## src/rtl/tlc_phase_sequencer_if.sv

```systemverilog
`default_nettype none
// +--------------------------------------------------------------------------+
// | tlc_phase_sequencer_if : strobe/sensor/flash inputs and lamp outputs      |
// | Rev 1.0                                                                   |
// +--------------------------------------------------------------------------+
interface tlc_phase_sequencer_if;
   logic       tick_i;
   logic       sensor_i;
   logic       flash_i;
   logic [2:0] light_highway;
   logic [2:0] light_farm;
   logic [2:0] phase_o;
   logic       req_pending_o;

   modport master (
      output tick_i, sensor_i, flash_i,
      input  light_highway, light_farm, phase_o, req_pending_o
   );

   modport slave (
      input  tick_i, sensor_i, flash_i,
      output light_highway, light_farm, phase_o, req_pending_o
   );
endinterface
`default_nettype wire

```

## src/rtl/tlc_phase_sequencer.sv

```systemverilog
`default_nettype none
// +--------------------------------------------------------------------------+
// | tlc_phase_sequencer : timed highway/farm phase sequencer with debounced   |
// | farm sensor, request latch and maintenance flash. Rev 1.0                 |
// +--------------------------------------------------------------------------+
module tlc_phase_sequencer #(
   parameter int CNT_W        = 8,
   parameter int T_MIN_GREEN  = 10,
   parameter int T_YELLOW     = 3,
   parameter int T_ALL_RED    = 1,
   parameter int T_FARM_GREEN = 8,
   parameter int DEB_CYCLES   = 4
) (
   input  logic                  clk,
   input  logic                  rst_n,
   tlc_phase_sequencer_if.slave  bus
);

   typedef enum logic [2:0] {
      S_HG    = 3'd0,
      S_HY    = 3'd1,
      S_AR1   = 3'd2,
      S_FG    = 3'd3,
      S_FY    = 3'd4,
      S_AR2   = 3'd5,
      S_FLASH = 3'd6
   } state_t;

   localparam int               c_deb_w     = (DEB_CYCLES > 1) ? $clog2(DEB_CYCLES) : 1;
   localparam logic [c_deb_w-1:0] c_deb_last = c_deb_w'(DEB_CYCLES - 1);
   localparam logic [CNT_W-1:0] c_e_max     = '1;
   localparam logic [CNT_W-1:0] c_min_green = CNT_W'(T_MIN_GREEN);
   localparam logic [CNT_W-1:0] c_yel_last  = CNT_W'(T_YELLOW - 1);
   localparam logic [CNT_W-1:0] c_fg_last   = CNT_W'(T_FARM_GREEN - 1);
   localparam logic [CNT_W-1:0] c_ar_last   = CNT_W'((T_ALL_RED > 0) ? T_ALL_RED - 1 : 0);
   localparam bit               c_skip_ar   = (T_ALL_RED == 0);

   logic               sync1_q, sync2_q;
   logic               db_q, db_d;
   logic [c_deb_w-1:0] deb_cnt_q, deb_cnt_d;
   state_t             state_q, state_d;
   logic [CNT_W-1:0]   e_q, e_d;
   logic               req_q, req_d;
   logic               blink_q, blink_d;
   logic [2:0]         lh_q, lf_q;

   function automatic logic [5:0] f_lamps(input state_t s, input logic b);
      case (s)
         S_HG:    f_lamps = 6'b001_100;
         S_HY:    f_lamps = 6'b010_100;
         S_FG:    f_lamps = 6'b100_001;
         S_FY:    f_lamps = 6'b100_010;
         S_FLASH: f_lamps = b ? 6'b010_100 : 6'b000_000;
         default: f_lamps = 6'b100_100;
      endcase
   endfunction

   always_comb begin
      // Debounce: a full run of DEB_CYCLES differing samples flips the value.
      db_d      = db_q;
      deb_cnt_d = '0;
      if (sync2_q != db_q) begin
         if (deb_cnt_q == c_deb_last) db_d = ~db_q;
         else                         deb_cnt_d = deb_cnt_q + 1'b1;
      end

      state_d = state_q;
      blink_d = blink_q;
      case (state_q)
         S_HG:
            if ((req_q && (e_q >= c_min_green)) || bus.flash_i) state_d = S_HY;
         S_HY:
            if (bus.tick_i && (e_q == c_yel_last))
               state_d = c_skip_ar ? (bus.flash_i ? S_FLASH : S_FG) : S_AR1;
         S_AR1:
            if (bus.tick_i && (e_q == c_ar_last)) state_d = bus.flash_i ? S_FLASH : S_FG;
         S_FG:
            if (bus.flash_i || (bus.tick_i && (e_q == c_fg_last))) state_d = S_FY;
         S_FY:
            if (bus.tick_i && (e_q == c_yel_last))
               state_d = c_skip_ar ? (bus.flash_i ? S_FLASH : S_HG) : S_AR2;
         S_AR2:
            if (bus.tick_i && (e_q == c_ar_last)) state_d = bus.flash_i ? S_FLASH : S_HG;
         S_FLASH:
            if (!bus.flash_i)     state_d = c_skip_ar ? S_HG : S_AR2;
            else if (bus.tick_i)  blink_d = ~blink_q;
         default:
            state_d = S_HG;
      endcase

      // Ticks landing on a transition belong to neither phase.
      if (state_d != state_q) begin
         e_d = '0;
         if (state_d == S_FLASH) blink_d = 1'b1;
      end else if (bus.tick_i && (e_q != c_e_max)) begin
         e_d = e_q + 1'b1;
      end else begin
         e_d = e_q;
      end

      if ((state_d == S_FG) && (state_q != S_FG)) req_d = 1'b0;
      else if (db_q && (state_q != S_FG))         req_d = 1'b1;
      else                                        req_d = req_q;
   end

   always_ff @(posedge clk or negedge rst_n) begin
      if (!rst_n) begin
         sync1_q   <= 1'b0;
         sync2_q   <= 1'b0;
         db_q      <= 1'b0;
         deb_cnt_q <= '0;
         state_q   <= S_HG;
         e_q       <= '0;
         req_q     <= 1'b0;
         blink_q   <= 1'b1;
         lh_q      <= 3'b001;
         lf_q      <= 3'b100;
      end else begin
         sync1_q      <= bus.sensor_i;
         sync2_q      <= sync1_q;
         db_q         <= db_d;
         deb_cnt_q    <= deb_cnt_d;
         state_q      <= state_d;
         e_q          <= e_d;
         req_q        <= req_d;
         blink_q      <= blink_d;
         {lh_q, lf_q} <= f_lamps(state_d, blink_d);
      end
   end

   assign bus.light_highway = lh_q;
   assign bus.light_farm    = lf_q;
   assign bus.phase_o       = state_q;
   assign bus.req_pending_o = req_q;

endmodule
`default_nettype wire
```

## src/flat_wrapper.sv

```systemverilog
// flat-port wrapper written by rule: the top's interface ports become plain ports
module tlc_phase_sequencer_flat 
#(
   parameter int CNT_W        = 8,
   parameter int T_MIN_GREEN  = 10,
   parameter int T_YELLOW     = 3,
   parameter int T_ALL_RED    = 1,
   parameter int T_FARM_GREEN = 8,
   parameter int DEB_CYCLES   = 4
)
  (clk, rst_n, bus_tick_i, bus_sensor_i, bus_flash_i, bus_light_highway, bus_light_farm, bus_phase_o, bus_req_pending_o);
  tlc_phase_sequencer_if bus_i ();
  input  logic clk;
  input  logic rst_n;
  input wire logic [$bits(bus_i.tick_i)-1:0] bus_tick_i;
  input wire logic [$bits(bus_i.sensor_i)-1:0] bus_sensor_i;
  input wire logic [$bits(bus_i.flash_i)-1:0] bus_flash_i;
  output wire logic [$bits(bus_i.light_highway)-1:0] bus_light_highway;
  output wire logic [$bits(bus_i.light_farm)-1:0] bus_light_farm;
  output wire logic [$bits(bus_i.phase_o)-1:0] bus_phase_o;
  output wire logic [$bits(bus_i.req_pending_o)-1:0] bus_req_pending_o;
  assign bus_i.tick_i = bus_tick_i;
  assign bus_i.sensor_i = bus_sensor_i;
  assign bus_i.flash_i = bus_flash_i;
  assign bus_light_highway = bus_i.light_highway;
  assign bus_light_farm = bus_i.light_farm;
  assign bus_phase_o = bus_i.phase_o;
  assign bus_req_pending_o = bus_i.req_pending_o;
  tlc_phase_sequencer #(.CNT_W(CNT_W), .T_MIN_GREEN(T_MIN_GREEN), .T_YELLOW(T_YELLOW), .T_ALL_RED(T_ALL_RED), .T_FARM_GREEN(T_FARM_GREEN), .DEB_CYCLES(DEB_CYCLES)) u_core (.clk(clk), .rst_n(rst_n), .bus(bus_i));
endmodule
```

## config.mk

```make
export PLATFORM = sky130hd
export DESIGN_NAME = tlc_phase_sequencer_flat
export DESIGN_NICKNAME = d
export VERILOG_FILES = /design/src/rtl/tlc_phase_sequencer_if.sv /design/src/rtl/tlc_phase_sequencer.sv /design/src/flat_wrapper.sv
export SDC_FILE = /design/constraint.sdc
export NUM_CORES = 1
export LEC_CHECK = 0
export ABC_AREA = 1
export CORE_ASPECT_RATIO = 1.2
export CORE_UTILIZATION = 39
export DETAILED_ROUTE_END_ITERATION = 8
export GPL_ROUTABILITY_DRIVEN = 0
export SYNTH_ARGS = -nofsm -noshare
export SYNTH_HDL_FRONTEND = slang
export SYNTH_SLANG_ARGS = --single-unit
```

## constraint.sdc

```tcl
create_clock -name clk -period 5.06 [get_ports clk]
set_clock_uncertainty 0.05 [all_clocks]
set_input_delay 1.012 -clock clk [delete_from_list [all_inputs] [get_ports clk]]
set_output_delay 1.012 -clock clk [all_outputs]
set_load 0.005 [all_outputs]
```

Word-level counts from Yosys, hierarchy flattened
Cells that the tools add are included.

Logic and storage cells: 70. Flip-flop bits (word level): 24. Input bits: 5.

Magnitude comparators: 1. Eq/ne operators: 17. Bitwise gates (word level): 2. Reduce and logical (&&, ||, !) cells: 15. Add/subtract/negate cells: 2. Mux-type cells: 23.

Operators by type and width (count): 6-bit one-hot mux with 5 select lines (1); 3-bit two-way mux (9); 3-bit one-hot mux with 7 select lines (1); 8-bit two-way mux (2); 3-bit == test, second input constant (5); 3-bit by 2-bit == test with 1-bit output, second input constant (3); 8-bit by 1-bit adder with 8-bit output, second input constant (1); 8-bit by 2-bit == test with 1-bit output, second input constant (1); 8-bit by 3-bit == test with 1-bit output, second input constant (1); 8-bit by 4-bit >= comparator with 1-bit output, second input constant (1); 8-bit logical NOT (1); 8-bit != test, second input constant (1); 1-bit logical AND (7); 1-bit two-way mux (7); 3-bit by 1-bit == test with 1-bit output, second input constant (2); 3-bit logical NOT (2); 5-bit two-way mux (1); 2-bit two-way mux (2); 2-bit nonzero test (2); 3-bit by 2-bit != test with 1-bit output, second input constant (1); 3-bit != test (1); 2-bit by 1-bit adder with 2-bit output, second input constant (1); 2-bit == test, second input constant (1); 1-bit logical OR (2); other kinds (3) (4).

Longest topological paths before layout
Gate-level depths: netlist of the first run.

Depth after elaboration: 10. Mapped depth: 15. Gate-level depth less buffers: 15.

Least setup slack after synthesis of the first run
Ideal clock, no wire load.

Path type: input-to-reg. From: in bus_tick_i. To: reg u_core.lh_q[1] (netlist: u_core.bus.light_highway[1]). Path buffers: 0. Data required time: 4.889 ns. Path slack: 2.872 ns. Arrival time: 2.018 ns. Library setup time: 0.121 ns. Stages on the path: 13. Cells stage by stage: nand2_2 nor2_4 nand2_2 nand2_1 nand2_1 nand2_1 nand2_2 nand3_4 nand2_2 nand2_2 nand2_4 o21bai_4 nand2_1.

Longest elaborated chain between the ends: 9. Elaborated cells on any way between the ends: 23. Those cells by class: 5 x eq/ne; 13 x mux; 5 x reduce/logical.

RTL lines: start: declaration (RTL line flat_wrapper.sv:15) `input wire logic [$bits(bus_i.tick_i)-1:0] bus_tick_i;`; 1-bit logical AND (RTL line tlc_phase_sequencer.sv:78) `if (bus.flash_i || (bus.tick_i && (e_q == c_fg_last))) state_d = S_FY;`; 1-bit logical OR (RTL line tlc_phase_sequencer.sv:78); 3-bit two-way mux (RTL line tlc_phase_sequencer.sv:78); 3-bit one-hot mux with 7 select lines * (RTL line tlc_phase_sequencer.sv:69) `case (state_q)`; via u_core.state_d[0] (RTL line tlc_phase_sequencer.sv:41) `state_t state_q, state_d;`; 3-bit == test (RTL line tlc_phase_sequencer.sv:48, tlc_phase_sequencer.sv:94); 1-bit two-way mux (RTL line tlc_phase_sequencer.sv:94) `if (state_d == S_FLASH) blink_d = 1'b1;`; 1-bit two-way mux (RTL line tlc_phase_sequencer.sv:92) `if (state_d != state_q) begin`; 5-bit two-way mux (RTL line tlc_phase_sequencer.sv:53) `S_FLASH: f_lamps = b ? 6'b010_100 : 6'b000_000;`; 6-bit one-hot mux with 5 select lines * (RTL line tlc_phase_sequencer.sv:48) `case (s)`; end signal: assignment (RTL line tlc_phase_sequencer.sv:127) `{lh_q, lf_q} <= f_lamps(state_d, blink_d);`; end: declaration (RTL line tlc_phase_sequencer.sv:45) `logic [2:0] lh_q, lf_q;`.

The timed path passes the listed nets; every way through them passes the cells marked *. A chain may end at the register's enable or synchronous reset.

Final worst setup path of the first run
Same ends and word-level chain as after synthesis.

==> results of run 1 <==
## power by group
part,leakage [µW],switching (µW),internal (µW)
registers,0.000304,29.0,238
clock network,0.0000288,58.6,69.3
logic,0.000440,164,111
## per-stage QoR
step / worst slack (ps) / total power (µW)
floorplan: 2870 / 454
global placement: 2190 / 543
detailed placement: 2150 / 549
CTS: 2430 / 679
global route: 2260 / 726
finish: 2430 / 670
## final timing paths
| check | start | cells after the start | endpoint |
|---|---|---|---|
| min reg2reg | u_core.sync1_q | 0 | u_core.sync2_q |
| max in group asynchronous | rst_n | 1 | u_core.e_q[2] |
| max | bus_tick_i | 14 | u_core.bus.light_highway[1] |
| min | u_core.sync1_q | 0 | u_core.sync2_q |
| max reg2reg | u_core.e_q[1] | 15 | u_core.bus.light_highway[1] |
| min in group asynchronous | rst_n | 1 | u_core.deb_cnt_q[1] |
## synthesized netlist by cell type
cell type / number
dfrtp_1: 21
nor2_2: 2
xnor2_1: 1
xor2_1: 5
nand2_4: 1
nand3_4: 1
o21ai_1: 1
nand2_2: 7
nor3_2: 2
o21ai_0: 4
inv_2: 5
nor4_1: 1
a21oi_2: 1
nand3_2: 1
o21bai_4: 1
dfstp_2: 3
nand4_1: 3
nand3b_2: 1
ha_1: 4
nand2_1: 42
nand3_1: 12
nor2_1: 20
a21oi_1: 3
nor2_4: 4
nor3_1: 4
o22ai_1: 1
inv_1: 17
## cell type report
type	count	area [µm²]
Multi-Input combinational cell	122	686
Fill cell	327	1720
Tap cell	37	46.3
Timing Repair Buffer	14	140
Sequential cell	24	604
Inverter	22	82.6
Clock buffer	4	55.1
## flip-flops by register name (all words and copies together) (netlist names)
signal / cells
u_core.e_q: 8
u_core.bus.light_farm: 3
u_core.bus.light_highway: 3
u_core.bus.phase_o: 3
u_core.deb_cnt_q: 2
u_core.blink_q: 1
u_core.bus.req_pending_o: 1
u_core.db_q: 1
u_core.sync1_q: 1
u_core.sync2_q: 1
## cell families after synthesis
kind of cell	synth area share
AND/OR/NAND/NOR	0.371
flip-flops	0.440
buffers and inverters	0.0602
AO/OA/AOI/OAI	0.0538
XOR/XNOR	0.0383
adder cells (fa/ha/maj)	0.0365
## per-layer routing
metal,vias to the layer above,part of all wire,GRT usage
met3,2,0.031,0.0291
li1,568,-,-
met5,-,0,0
met4,0,0.0047,0.0396
met2,19,0.51,0.272
met1,528,0.45,0.181
==> flow_metrics.py, run 1 <==
metrics = {
    "detailed_routing": {
        "routed-via-count": 1117,
        "firstDrtPassIters": 4,
        "wl_per_cell_um": 11.4,
        "final_antenna_net_count": 0,
        "avgViaCountPerCell": 5.01,
        "routed_wl_um": 2540,
        "drcViolationCount": 0,
        "first_iter_violations": 36,
    },
    "worst_setup_path": {
        "crit_type": "primary input to register",
        "endpoint_kind": "register",
        "cp_max_fo": 10,
        "rrSetupSlack_ps": 3070,
        "path_buf_inv": 1,
        "critPathMostFrequentCell": "nand2_2",
        "critPathRequiredTime_ps": 5160,
        "crit_path_top_delay_cell": "clkdlybuf4s50_1",
        "critical_path.cell_chain": "clkdlybuf4s50_1 > nand2_2 > nor2_4 > nand2_2 > nand2_1 > nand2_1 > nand2_1 > nand2_2 > nand3_4 > nand2_2 > nand2_2 > nand2_4 > o21bai_4 > nand2_1",
        "start_kind": "primary input",
        "path_delay_family": "simple AND/OR/NAND/NOR gates",
        "cp.arrival_ps": 2730,
        "cpPeakStageDelay_ps": 530,
    },
    "sta": {
        "final_hold_viol_count": 0,
        "finalMaxSlewViolations": 0,
        "min_period_ps": 2630,
        "rsz0062_at_grt": "no",
        "timing.fmax_mhz": 380,
        "slew_headroom": 0.307,
        "fin_hold_ws_ps": 309,
        "period_share": 0.520,
        "fin_tns_setup_ps": 0,
        "setup_viol": 0,
        "worst_slew_pin_slew_ps": 1040,
    },
    "global_route": {
        "grt_pass1_wl_um": 4490,
        "grt_pass1_vias": 1056,
        "antenna_found_initial": 0,
        "grt_max_degree": 25,
        "track_usage": 0.150,
        "overflow": 0,
    },
    "outcome": {
        "status": "completed",
    },
    "place": {
        "dpl.hpwl_um": 1980,
        "place_inst": 219,
        "portBuffers": 14,
        "place_area_um2": 1560,
    },
    "logic_synthesis": {
        "ys_seq_area_frac": 0.440,
        "synth.avg_cell_area_um2": 8.17,
        "synth_fp_nets": 177,
        "ys_warn_count": 0,
        "synth_cell_types": 27,
        "synth_area_leaders": "dfrtp_1 38%, nand2_1 11%, dfstp_2 5.7%",
        "netlist_area_um2": 1370,
        "yosysTopAreaCellShare": 0.383,
        "synth-seq-cells": 24,
        "yosys.area.top_type": "dfrtp_1",
        "synthCells": 168,
    },
    "clock_tree": {
        "clock-root-buffer": "clkbuf_8",
        "ctsHoldBuffers": 0,
        "cts_tree": "done",
        "cts-resized-gates": 0,
        "clkTransAtPathRegs_ps": 80,
        "clk_latency_ps": 260,
        "cts_buffer_depth": 2,
        "cts_setup_buffers": 0,
        "cts.sinks": 24,
        "htree_levels": 1,
        "cts_buffers": 3,
    },
    "layout": {
        "drive_above_1_share": 0.177,
        "fin_area_um2": 1610,
        "final_cells": 223,
        "nNetsFinal": 196,
        "finish.utilization": 0.484,
        "layout-area-overhead-vs-synth_pct": 17.6,
        "mostFrequentLayoutCells": "42 x nand2_1, 21 x dfrtp_1, 20 x nor2_1",
        "diodes": 0,
        "final_common_cell": "nand2_1",
    },
    "hold_path": {
        "min_path_type": "register to register",
    },
    "pwr": {
        "vdd_ir_drop_max_v": 0.000211,
        "pwr_density_cell_nw_per_um2": 415,
        "p_leak_uw": 0.000773,
    },
    "die": {
        "core_um2": 3340,
        "rows": 23,
        "ioPinCount": 15,
        "dieArea_um2": 3760,
        "start_util": 0.411,
        "die_y_um": 67.0,
        "die_w_um": 56.2,
    },
    "job": {
        "cap_viol_max_count": 0,
    },
}
(Power assumes the default switching activity.)
==> run 2, diff against run 1 <==
==> constraint.sdc (replaced) <==
create_clock -name clk -period 2.6 [get_ports clk]
set_clock_uncertainty 0.05 [all_clocks]
set_input_delay 0.52 -clock clk [delete_from_list [all_inputs] [get_ports clk]]
set_output_delay 0.52 -clock clk [all_outputs]
set_load 0.005 [all_outputs]
==> run 2 against run 1 <==
  * Critical path type unchanged
  * Global-route usage is 0.15 points higher
  * Total power is 94% higher
  * Cell count rose by 0.45%
  * Highest routed layer unchanged
  * Largest cell class unchanged
  * Die area unchanged
  * Register-to-register slack worse by 2500 ps
  * Sequential share of layout area is 0.17 points lower
  * Sequential cell count unchanged
  * Worst hold slack worse by 5.7 ps
  * Non-clock buffer count increased by 1
  * Clock power increased by 93%
==> flow_metrics.py, run 2 (synthesized netlist as in run 1, its figures left out) <==
metrics = {
    "detailed_routing": {
        "drcViolationCount": 0,
        "drt-met1-wl_um": 1140,
        "first_iter_violations": 51,
        "met3WireLength_um": 83,
        "firstDrtPassIters": 4,
        "avgViaCountPerCell": 4.98,
        "final_antenna_net_count": 0,
        "wl_per_cell_um": 11.2,
        "top_layer_used": "met4",
        "routed-via-count": 1115,
        "dr_wl_met2_um": 1270,
        "routed_wl_um": 2510,
    },
    "worst_setup_path": {
        "start_kind": "primary input",
        "critical_path.cell_chain": "clkdlybuf4s50_1 > nand2_2 > nor2_4 > nand2_2 > nand2_1 > nand2_1 > nand2_1 > nand2_2 > nand3_4 > nand2_2 > nand2_2 > nand2_4 > o21bai_4 > nand2_1",
        "cp.arrival_ps": 2230,
        "critPathMostFrequentCell": "nand2_2",
        "crit_path_top_delay_cell": "clkdlybuf4s50_1",
        "path_delay_family": "simple AND/OR/NAND/NOR gates",
        "endpoint_kind": "register",
        "cp_max_fo": 10,
        "cpPeakStageDelay_ps": 520,
        "path_buf_inv": 1,
        "crit_type": "primary input to register",
        "critPathRequiredTime_ps": 2710,
    },
    "layout": {
        "regArea_um2": 604,
        "final_common_cell": "nand2_1",
        "largest_reg_flops": 8,
        "drive_above_1_share": 0.182,
        "multiInputGateArea_um2": 686,
        "largest-register": "u_core.e_q",
        "final_cells": 224,
        "layout-area-overhead-vs-synth_pct": 18.1,
        "fill_cells": 318,
        "nNetsFinal": 197,
        "diodes": 0,
        "mostFrequentLayoutCells": "42 x nand2_1, 21 x dfrtp_1, 20 x nor2_1",
        "finish.utilization": 0.486,
    },
    "pwr": {
        "power_frac_comb": 0.411,
        "pwr_density_cell_nw_per_um2": 801,
        "p_int_uw": 816,
        "vdd_ir_drop_max_v": 0.000467,
        "p_leak_uw": 0.000778,
        "p_clk_frac": 0.190,
        "finalPower_uw": 1300,
        "switchingPower_uw": 484,
        "seqPwrFrac": 0.399,
        "netSwitchingFraction": 0.372,
    },
    "global_route": {
        "antenna_found_initial": 0,
        "track_usage": 0.151,
        "grt_pass1_vias": 1046,
        "grt_max_degree": 25,
        "grt_pass1_wl_um": 4500,
        "overflow": 0,
    },
    "place": {
        "portBuffers": 14,
        "place_inst": 220,
        "dpl.hpwl_um": 1960,
    },
    "die": {
        "die_y_um": 67.0,
        "core_um2": 3340,
        "rows": 23,
        "die_w_um": 56.2,
        "dieArea_um2": 3760,
        "ioPinCount": 15,
        "start_util": 0.411,
    },
    "clock_tree": {
        "clk_latency_ps": 260,
        "cts-resized-gates": 0,
        "cts_setup_buffers": 0,
        "cts_buffers": 3,
        "cts_buffer_depth": 2,
        "clkTransAtPathRegs_ps": 80,
        "htree_levels": 1,
        "clock-root-buffer": "clkbuf_8",
        "ctsHoldBuffers": 0,
        "cts.sinks": 24,
        "cts_tree": "done",
    },
    "sta": {
        "timing.fmax_mhz": 472,
        "fin_tns_setup_ps": 0,
        "min_period_ps": 2120,
        "period_share": 0.815,
        "rsz0062_at_grt": "no",
        "slew_headroom": 0.787,
        "setup_viol": 0,
        "fin_hold_ws_ps": 303,
        "finalMaxSlewViolations": 0,
        "worst_slew_pin_slew_ps": 317,
        "final_hold_viol_count": 0,
    },
    "job": {
        "cap_viol_max_count": 0,
    },
    "outcome": {
        "status": "completed",
    },
    "hold_path": {
        "min_path_type": "register to register",
    },
}
run 2: cell types whose count changed in the layout (fill, tap and decap cells not counted), sizes merged:
cell  previous run  this run
buf              0         1
run 2: area by class of cell:
class / count / share of cell area
multi-input combinational: 122 / 0.423
tap: 37 / 0.0285
clock buffer: 4 / 0.0340
sequential: 24 / 0.373
inverter: 22 / 0.0509
timing repair buffer: 15 / 0.0910
run 2: worst paths after layout:
| path | endpoint | from | slack, ps | depth (start not counted) |
|---|---|---|---|---|
| min reg2reg | u_core.sync2_q | u_core.sync1_q | 300 | 0 |
| min | u_core.sync2_q | u_core.sync1_q | 300 | 0 |
| max in group asynchronous | u_core.blink_q | rst_n | 1650 | 2 |
| max | u_core.bus.light_highway[1] | bus_tick_i | 480 | 14 |
| min in group asynchronous | u_core.e_q[2] | rst_n | 560 | 2 |
| max reg2reg | u_core.bus.light_highway[1] | u_core.e_q[1] | 600 | 15 |
run 2: metal layers:
metal / up-vias / global-route usage
met1: 521 / 0.180
met2: 27 / 0.275
met5: - / 0
met3: 2 / 0.0272
li1: 565 / -
met4: 0 / 0.0488
run 2: power by group through the flow:
stage	Sequential, µW	Combinational [µW]	Clock, µW
4_1_cts	519	542	257
6_report	518	534	247
5_1_grt	528	605	270
3_3_place_gp	526	532	0
3_5_place_dp	526	540	0
2_1_floorplan	522	362	0
run 2: metrics by stage:
| stage | setup slack, ps | instance area, µm² |
|---|---|---|
| final | 481 | 1620 |
| after global placement | 220 | 1570 |
| after floorplan | 818 | 1370 |
| after global routing | 344 | 1620 |
| after CTS | 480 | 1620 |
| after detailed placement | 200 | 1570 |
